File: config.mk
export PLATFORM = sky130hd
export DESIGN_NAME = range_bin_sequencer_flat
export DESIGN_NICKNAME = d
export VERILOG_FILES = /design/src/rtl/range_bin_sequencer_if.sv /design/src/rtl/range_bin_sequencer.sv /design/src/flat_wrapper.sv
export SDC_FILE = /design/constraint.sdc
export NUM_CORES = 1
export LEC_CHECK = 0
export CORE_MARGIN = 5
export CORE_UTILIZATION = 46
export DETAILED_ROUTE_END_ITERATION = 10
export PLACE_DENSITY = 0.74
export RECOVER_POWER = 50
export SLEW_MARGIN = 10
export SYNTH_ARGS = -nofsm -noshare
export SYNTH_HDL_FRONTEND = slang
export SYNTH_SLANG_ARGS = --single-unit
File: constraint.sdc
create_clock -name clk -period 2.5 [get_ports clk]
set_input_delay 0.25 -clock clk [delete_from_list [all_inputs] [get_ports clk]]
set_output_delay 0.25 -clock clk [all_outputs]
set_load 0.005 [all_outputs]
File: src/rtl/range_bin_sequencer_if.sv
// Bundles the range-bin sequencer's control inputs and status outputs.
// The optional overrun flag exists only when RANGE_BIN_OVERRUN_EN is defined.
interface range_bin_sequencer_if #(
    parameter int BIN_W = 5
);
    logic             cal_done;
    logic             SPEC_Acc_Done;
    logic             wrap_mode;
    logic             cnt_en;
    logic [BIN_W-1:0] bin_counts;
    logic             bin_valid;
    logic             frame_done;
    logic             full;
`ifdef RANGE_BIN_OVERRUN_EN
    logic             overrun;
`endif

    modport master (
        output cal_done, SPEC_Acc_Done, wrap_mode, cnt_en,
        input  bin_counts, bin_valid, frame_done, full
`ifdef RANGE_BIN_OVERRUN_EN
        , input overrun
`endif
    );

    modport slave (
        input  cal_done, SPEC_Acc_Done, wrap_mode, cnt_en,
        output bin_counts, bin_valid, frame_done, full
`ifdef RANGE_BIN_OVERRUN_EN
        , output overrun
`endif
    );
endinterface

File: src/rtl/range_bin_sequencer.sv
// Counts delayed cal_done pulses into a bin index, with wrap/saturate at the last bin.
// Define RANGE_BIN_OVERRUN_EN to add a sticky overrun flag for events arriving while FULL.
module range_bin_sequencer #(
    parameter int BIN_W    = 5,
    parameter int NUM_BINS = 32,
    parameter int DLY      = 3
) (
    input  logic                  clk,
    input  logic                  rst,
    range_bin_sequencer_if.slave  bus
);

    typedef enum logic [1:0] {
        IDLE  = 2'd0,
        COUNT = 2'd1,
        FULL  = 2'd2
    } state_t;

    localparam logic [BIN_W-1:0] LAST_BIN = BIN_W'(NUM_BINS - 1);

    logic cal_dly;

    generate
        if (DLY == 0) begin : g_no_dly
            assign cal_dly = bus.cal_done;
        end else begin : g_dly
            logic [DLY-1:0] dly_q;
            logic [DLY-1:0] dly_d;

            always_comb begin
                dly_d    = dly_q << 1;
                dly_d[0] = bus.cal_done;
            end

            // The delay line is deliberately untouched by the frame clear, only by rst.
            always_ff @(posedge clk or posedge rst) begin
                if (rst) begin
                    dly_q <= '0;
                end else begin
                    dly_q <= dly_d;
                end
            end

            assign cal_dly = dly_q[DLY-1];
        end
    endgenerate

    state_t           state_q, state_d;
    logic [BIN_W-1:0] cnt_q, cnt_d;
    logic             valid_q, valid_d;
    logic             frame_q, frame_d;
    logic             full_q, full_d;
    logic             evt;
    logic             accept;

    assign evt    = cal_dly & bus.cnt_en;
    assign accept = evt & ~bus.SPEC_Acc_Done & (state_q != FULL);

    always_comb begin
        state_d = state_q;
        cnt_d   = cnt_q;
        valid_d = 1'b0;
        frame_d = 1'b0;
        if (bus.SPEC_Acc_Done) begin
            state_d = IDLE;
            cnt_d   = '0;
        end else if (accept) begin
            valid_d = 1'b1;
            if (cnt_q == LAST_BIN) begin
                frame_d = 1'b1;
                if (bus.wrap_mode) begin
                    state_d = IDLE;
                    cnt_d   = '0;
                end else begin
                    state_d = FULL;
                end
            end else begin
                state_d = COUNT;
                cnt_d   = cnt_q + 1'b1;
            end
        end
        full_d = (state_d == FULL);
    end

    always_ff @(posedge clk or posedge rst) begin
        if (rst) begin
            state_q <= IDLE;
            cnt_q   <= '0;
            valid_q <= 1'b0;
            frame_q <= 1'b0;
            full_q  <= 1'b0;
        end else begin
            state_q <= state_d;
            cnt_q   <= cnt_d;
            valid_q <= valid_d;
            frame_q <= frame_d;
            full_q  <= full_d;
        end
    end

    assign bus.bin_counts = cnt_q;
    assign bus.bin_valid  = valid_q;
    assign bus.frame_done = frame_q;
    assign bus.full       = full_q;

`ifdef RANGE_BIN_OVERRUN_EN
    logic overrun_q, overrun_d;

    // A coincident frame clear wins over an overrunning event.
    always_comb begin
        overrun_d = overrun_q;
        if (bus.SPEC_Acc_Done) begin
            overrun_d = 1'b0;
        end else if (evt && (state_q == FULL)) begin
            overrun_d = 1'b1;
        end
    end

    always_ff @(posedge clk or posedge rst) begin
        if (rst) begin
            overrun_q <= 1'b0;
        end else begin
            overrun_q <= overrun_d;
        end
    end

    assign bus.overrun = overrun_q;
`endif

endmodule
File: src/flat_wrapper.sv
// flat-port wrapper written by rule: the top's interface ports become plain ports
module range_bin_sequencer_flat 
#(
    parameter int BIN_W    = 5,
    parameter int NUM_BINS = 32,
    parameter int DLY      = 3
)
  (clk, rst, bus_cal_done, bus_SPEC_Acc_Done, bus_wrap_mode, bus_cnt_en, bus_bin_counts, bus_bin_valid, bus_frame_done, bus_full);
  range_bin_sequencer_if #(.BIN_W(BIN_W)) bus_i ();
  input  logic clk;
  input  logic rst;
  input wire logic [$bits(bus_i.cal_done)-1:0] bus_cal_done;
  input wire logic [$bits(bus_i.SPEC_Acc_Done)-1:0] bus_SPEC_Acc_Done;
  input wire logic [$bits(bus_i.wrap_mode)-1:0] bus_wrap_mode;
  input wire logic [$bits(bus_i.cnt_en)-1:0] bus_cnt_en;
  output wire logic [$bits(bus_i.bin_counts)-1:0] bus_bin_counts;
  output wire logic [$bits(bus_i.bin_valid)-1:0] bus_bin_valid;
  output wire logic [$bits(bus_i.frame_done)-1:0] bus_frame_done;
  output wire logic [$bits(bus_i.full)-1:0] bus_full;
  assign bus_i.cal_done = bus_cal_done;
  assign bus_i.SPEC_Acc_Done = bus_SPEC_Acc_Done;
  assign bus_i.wrap_mode = bus_wrap_mode;
  assign bus_i.cnt_en = bus_cnt_en;
  assign bus_bin_counts = bus_i.bin_counts;
  assign bus_bin_valid = bus_i.bin_valid;
  assign bus_frame_done = bus_i.frame_done;
  assign bus_full = bus_i.full;
  range_bin_sequencer #(.BIN_W(BIN_W), .NUM_BINS(NUM_BINS), .DLY(DLY)) u_core (.clk(clk), .rst(rst), .bus(bus_i));
endmodule
# Word-level counts from Yosys, hierarchy flattened
# Index checks and enable logic that the tools add are counted.
totals:
  ff_bits: 13
  wordCells: 30
op_classes:
  n_bitwise: 4
  reduce_logical: 2
  n_eq_ne: 4
  n_addsub: 1
  muxes: 13
ops:
  columns: ["op", "count"]
  rows:
  - ["$mux 5", 4]
  - ["$mux 2", 4]
  - ["$add 5x1->5 const B", 1]
  - ["$eq 5x5->1 const B", 1]
  - ["$mux 1", 5]
  - ["$and 1x1->1", 3]
  - ["$ne 3x3->1 const B", 1]
  - ["$eq 2x2->1 const B", 1]
  - ["$ne 2x2->1 const B", 1]
  - ["$reduce_and 2->1", 1]
  - ["$reduce_bool 2->1", 1]
  - ["$not 1->1", 1]

# Depth between registers and ports, before layout
logic_depth:
  ltp_word: 6
  ltp_mapped: 6
  mapped_depth_nobuf: 6

# Least setup slack after synthesis
# OpenSTA, ideal clock, no wires.
synth_path:
  path_type: "reg-to-reg"
  from: "register u_core.cnt_q[0], in the netlist u_core.bus.bin_counts[0]"
  to: "register u_core.cnt_q[3], in the netlist u_core.bus.bin_counts[3]"
  setup_time_ps: 144
  path_stages_with_launch: 7
  t_required_ps: 2356
  period_less_slack_ps: 1772
  n_path_buf: 0
  setup_slack_ps: 728
  arrival_ps: 1628
  path_cell_list: "dfrtp_1 > ha_1 > and3_1 > ha_1 > nor2b_1 > nor3_1 > o221ai_1"
synth_between:
  elab_chain_cells: 4
  elab_cells_between_ends: 7
  cone_classes: "add/sub: 1; eq/ne: 2; mux: 3; reduce/logical: 1"
synth_lines:
  columns: ["element", "line", "source"]
  rows:
  - ["start, declared", "range_bin_sequencer.sv:49", "logic [BIN_W-1:0] cnt_q, cnt_d;"]
  - ["start signal, assigned", "range_bin_sequencer.sv:94", "cnt_q <= cnt_d;"]
  - ["$add 5x1->5 or $eq 5x5->1 (tied branches)", "range_bin_sequencer.sv:79, range_bin_sequencer.sv:69", null]
  - ["$mux 5", "range_bin_sequencer.sv:69", "if (cnt_q == LAST_BIN) begin"]
  - ["$mux 5", "range_bin_sequencer.sv:67", "end else if (accept) begin"]
  - ["$mux 5", "range_bin_sequencer.sv:64", "if (bus.SPEC_Acc_Done) begin"]
# Parallel ways exist; a longest one is shown, timed or not. The select of a mux whose other input is x is not followed.
# A chain may end at the register's enable or synchronous reset.

# Worst setup path after layout
# Same ends and word-level chain as after synthesis.

==> run summary <==
Status: finished clean
Clk sinks: 13
Pin count of the biggest net entering global routing: 14
RSZ-0062 raised after global routing: no
Top-count cell post-synth: dfrtp_1
HPWL after detailed placement: 857 um
Die W: 46.2 um
Vias in the first global route: 467
WL/cell: 13.3 um
Worst EP required: 2650 ps
Root buffer cell: clkbuf_4
CTS tree: built
Syn nets: 65
Min Clock Period, post-route: 2020 ps
Die area: 0.00214 mm2
Clock share of power: 0.337
Initial Utilization: 0.475
Worst r2r dst: u_core.bus.bin_counts[3]$_DFFE_PP0P_
Worst Setup EP: u_core.bus.bin_counts[3]$_DFFE_PP0P_
Cells along the critical path: ha_1, and3_1, ha_1, nor2b_1, nor3_1, o221ai_1
Fin nets: 81
Prevailing post-synth register cell: dfrtp_1
Final hold vios: 0
Core area: 0.00127 mm2
DRC viols: 0
Synth Area per Inst: 10.8 um2
Synth Instances: 56
Post-synthesis async set-or-reset flop share: 1.00
Starting DRT DRC Count: 14
Worst hold margin: 358 ps
EDFF count, synth: 0
Final setup fails: 0
Hold Path Class: reg2reg
Die H: 46.2 um
Post-synthesis cell type with the largest combined area: dfrtp_1
Post-synth top cells: dfrtp_1 (13), a21oi_1 (5), nor3_1 (5)
Tot GR Track Use: 0.134
Final WL: 1150 um
Internal power component: 296 uW
Worst Setup SP: u_core.bus.bin_counts[0]$_DFFE_PP0P_
Rows: 13
Post-synthesis cell type count: 22
Global-route wire length before repair: 1990 um
Max_cap viols: 0
Pwr Density: 510 mW/mm2
Mapped cell area: 603 um2
Setup crit end kind: flip-flop
Max Root-Sink Buffers: 2
Drt first pass iters: 4
Port bufs: 13
Post-CTS setup buffer count: 0
Fmax: 0.496 GHz
Sw Share: 0.250
Element type at the critical path start: flip-flop
Net load switching power: 98.3 uW
Reg2Reg Launch Point: u_core.bus.bin_counts[0]$_DFFE_PP0P_
Synth Register Bits: 13
Placer congestion estimate: 0.922
Synth top area cells: dfrtp_1 (54%), ha_1 (6.2%), a21oi_1 (4.1%), nor3_1 (4.1%), o31ai_1 (3.7%)
# hold bufs at CTS: 0
Flop pwr share: 0.565
Critical Path Slowest Stage Cell: dfrtp_1
Setup Skew: 0.896 ps
Layout cell share with drive strength beyond 1: 0.0986
Leakage Power: 0.349 nW
Num CTS Buffers: 3
Filler cells: 108
Setup TNS: 0 ps
WP data arrival: 2170 ps
Sequential share of the synthesized area: 0.539
Max-slew headroom: 0.689
Routed Antenna Nets: 0
H-tree Lvls: 1
Num ports: 14
Peak VDD IR: 0.000363 V
Area grow syn2layout: 28.0%
Clock-pin slew on the worst setup and hold paths: 80 ps
Via density: 5.73
Initial antenna violation count: 0
Max incr delay on CP: 430 ps
Period utilization: 0.807
R2R setup slack: 480 ps
Cells on worst reg2reg path: 6
Remaining Overflow, GRT: 0
Ant diodes: 0
Final Max Slew Viols: 0
Ys Warns: 0
Power, Total: 394 uW
Comb pwr share: 0.098
Clk_lat worst skew: 280 ps
Setup CP Type: reg2reg
Post-synth top area share: 0.539
Post-CTS Resized: 0
Most used cell, CP: ha_1
Max FO, Critical Path: 6
Via Count: 493
Actual slew at the worst max-slew pin: 462 ps
[worst max-delay path: cells and delay by family (launching register included)]
kind | cells | cell delay, ps
fa+ha+maj | 2 | 490
flops | 1 | 430
compound gates | 1 | 190
simple gates | 3 | 780
[area by class of cell]
type | instances | area [um2] | area share
inverter | 1 | 3.75 | 0.00486
timing repair buffer | 13 | 130 | 0.169
clock inverter | 1 | 5.00 | 0.00648
tap | 15 | 18.8 | 0.0243
clock buffer | 3 | 22.5 | 0.0292
sequential | 13 | 325 | 0.421
multi-input combinational | 40 | 267 | 0.345
[routing by layer]
| layer | vias to the layer above | share of wire | track usage |
|---|---|---|---|
| met5 | - | 0 | 0 |
| met4 | 0 | 0.042 | 0.102 |
| met3 | 5 | 0.062 | 0.0234 |
| met2 | 20 | 0.44 | 0.195 |
| met1 | 232 | 0.45 | 0.175 |
| li1 | 236 | - | - |
[registers in the layout, indices dropped and copies added (netlist names)]
signal,count
u_core.bus.bin_counts,5
u_core.bus.frame_done,1
u_core.g_dly.dly_q,3
u_core.state_q,2
u_core.bus.full,1
u_core.bus.bin_valid,1
[cells in the final DEF (no fill, tap or decap), drive strengths merged]
cell type / count
nor2: 2
a31oi: 1
clkbuf: 3
and2: 2
or2b: 1
o221ai: 1
o31ai: 3
o21a: 1
ha: 3
nand4: 3
o32ai: 1
clkdlybuf4s50: 10
nand2: 1
dfrtp: 13
or2: 1
and3: 2
nor3: 5
inv: 1
or4: 1
a21oi: 5
dlygate4sd3: 3
clkinv: 1
nor2b: 4
nand2b: 3
[power by group through the flow]
| stage | clock (mW) | sequential [mW] | combinational (mW) |
|---|---|---|---|
| after floorplan | 0 | 0.226 | 0.0213 |
| after global placement | 0 | 0.226 | 0.0398 |
| after detailed placement | 0 | 0.227 | 0.0396 |
| after CTS | 0.132 | 0.223 | 0.0399 |
| after global routing | 0.147 | 0.224 | 0.0423 |
| final | 0.133 | 0.223 | 0.0385 |
[cells by family after synthesis]
kind of cell    synth area share
compound gates             0.131
fa+ha+maj                 0.0622
buf+inv                   0.0187
flops                      0.539
simple gates               0.249
[worst min-delay path by stage]
stage	startpoint	end	slack, ps	cells past startpoint
after global routing	u_core.g_dly.dly_q[1]$_DFF_PP0_	u_core.g_dly.dly_q[2]$_DFF_PP0_	370	0
after detailed placement	u_core.g_dly.dly_q[0]$_DFF_PP0_	u_core.g_dly.dly_q[1]$_DFF_PP0_	340	0
after global placement	u_core.g_dly.dly_q[0]$_DFF_PP0_	u_core.g_dly.dly_q[1]$_DFF_PP0_	340	0
final	u_core.g_dly.dly_q[0]$_DFF_PP0_	u_core.g_dly.dly_q[1]$_DFF_PP0_	360	0
after CTS	rst	u_core.g_dly.dly_q[0]$_DFF_PP0_	300	2
after floorplan	rst	u_core.bus.bin_counts[0]$_DFFE_PP0P_	130	1
[metrics by stage]
stage / utilization / area (um2) / cells / setup slack (ps)
after floorplan: - / 603 / 56 / 728
after global placement: 0.587 / 744 / 82 / 624
after detailed placement: 0.587 / 744 / 82 / 542
after CTS: 0.608 / 772 / 86 / 510
after global routing: 0.608 / 772 / 86 / 323
final: 0.608 / 772 / 86 / 483
Power figures use the tool's default switching activity.
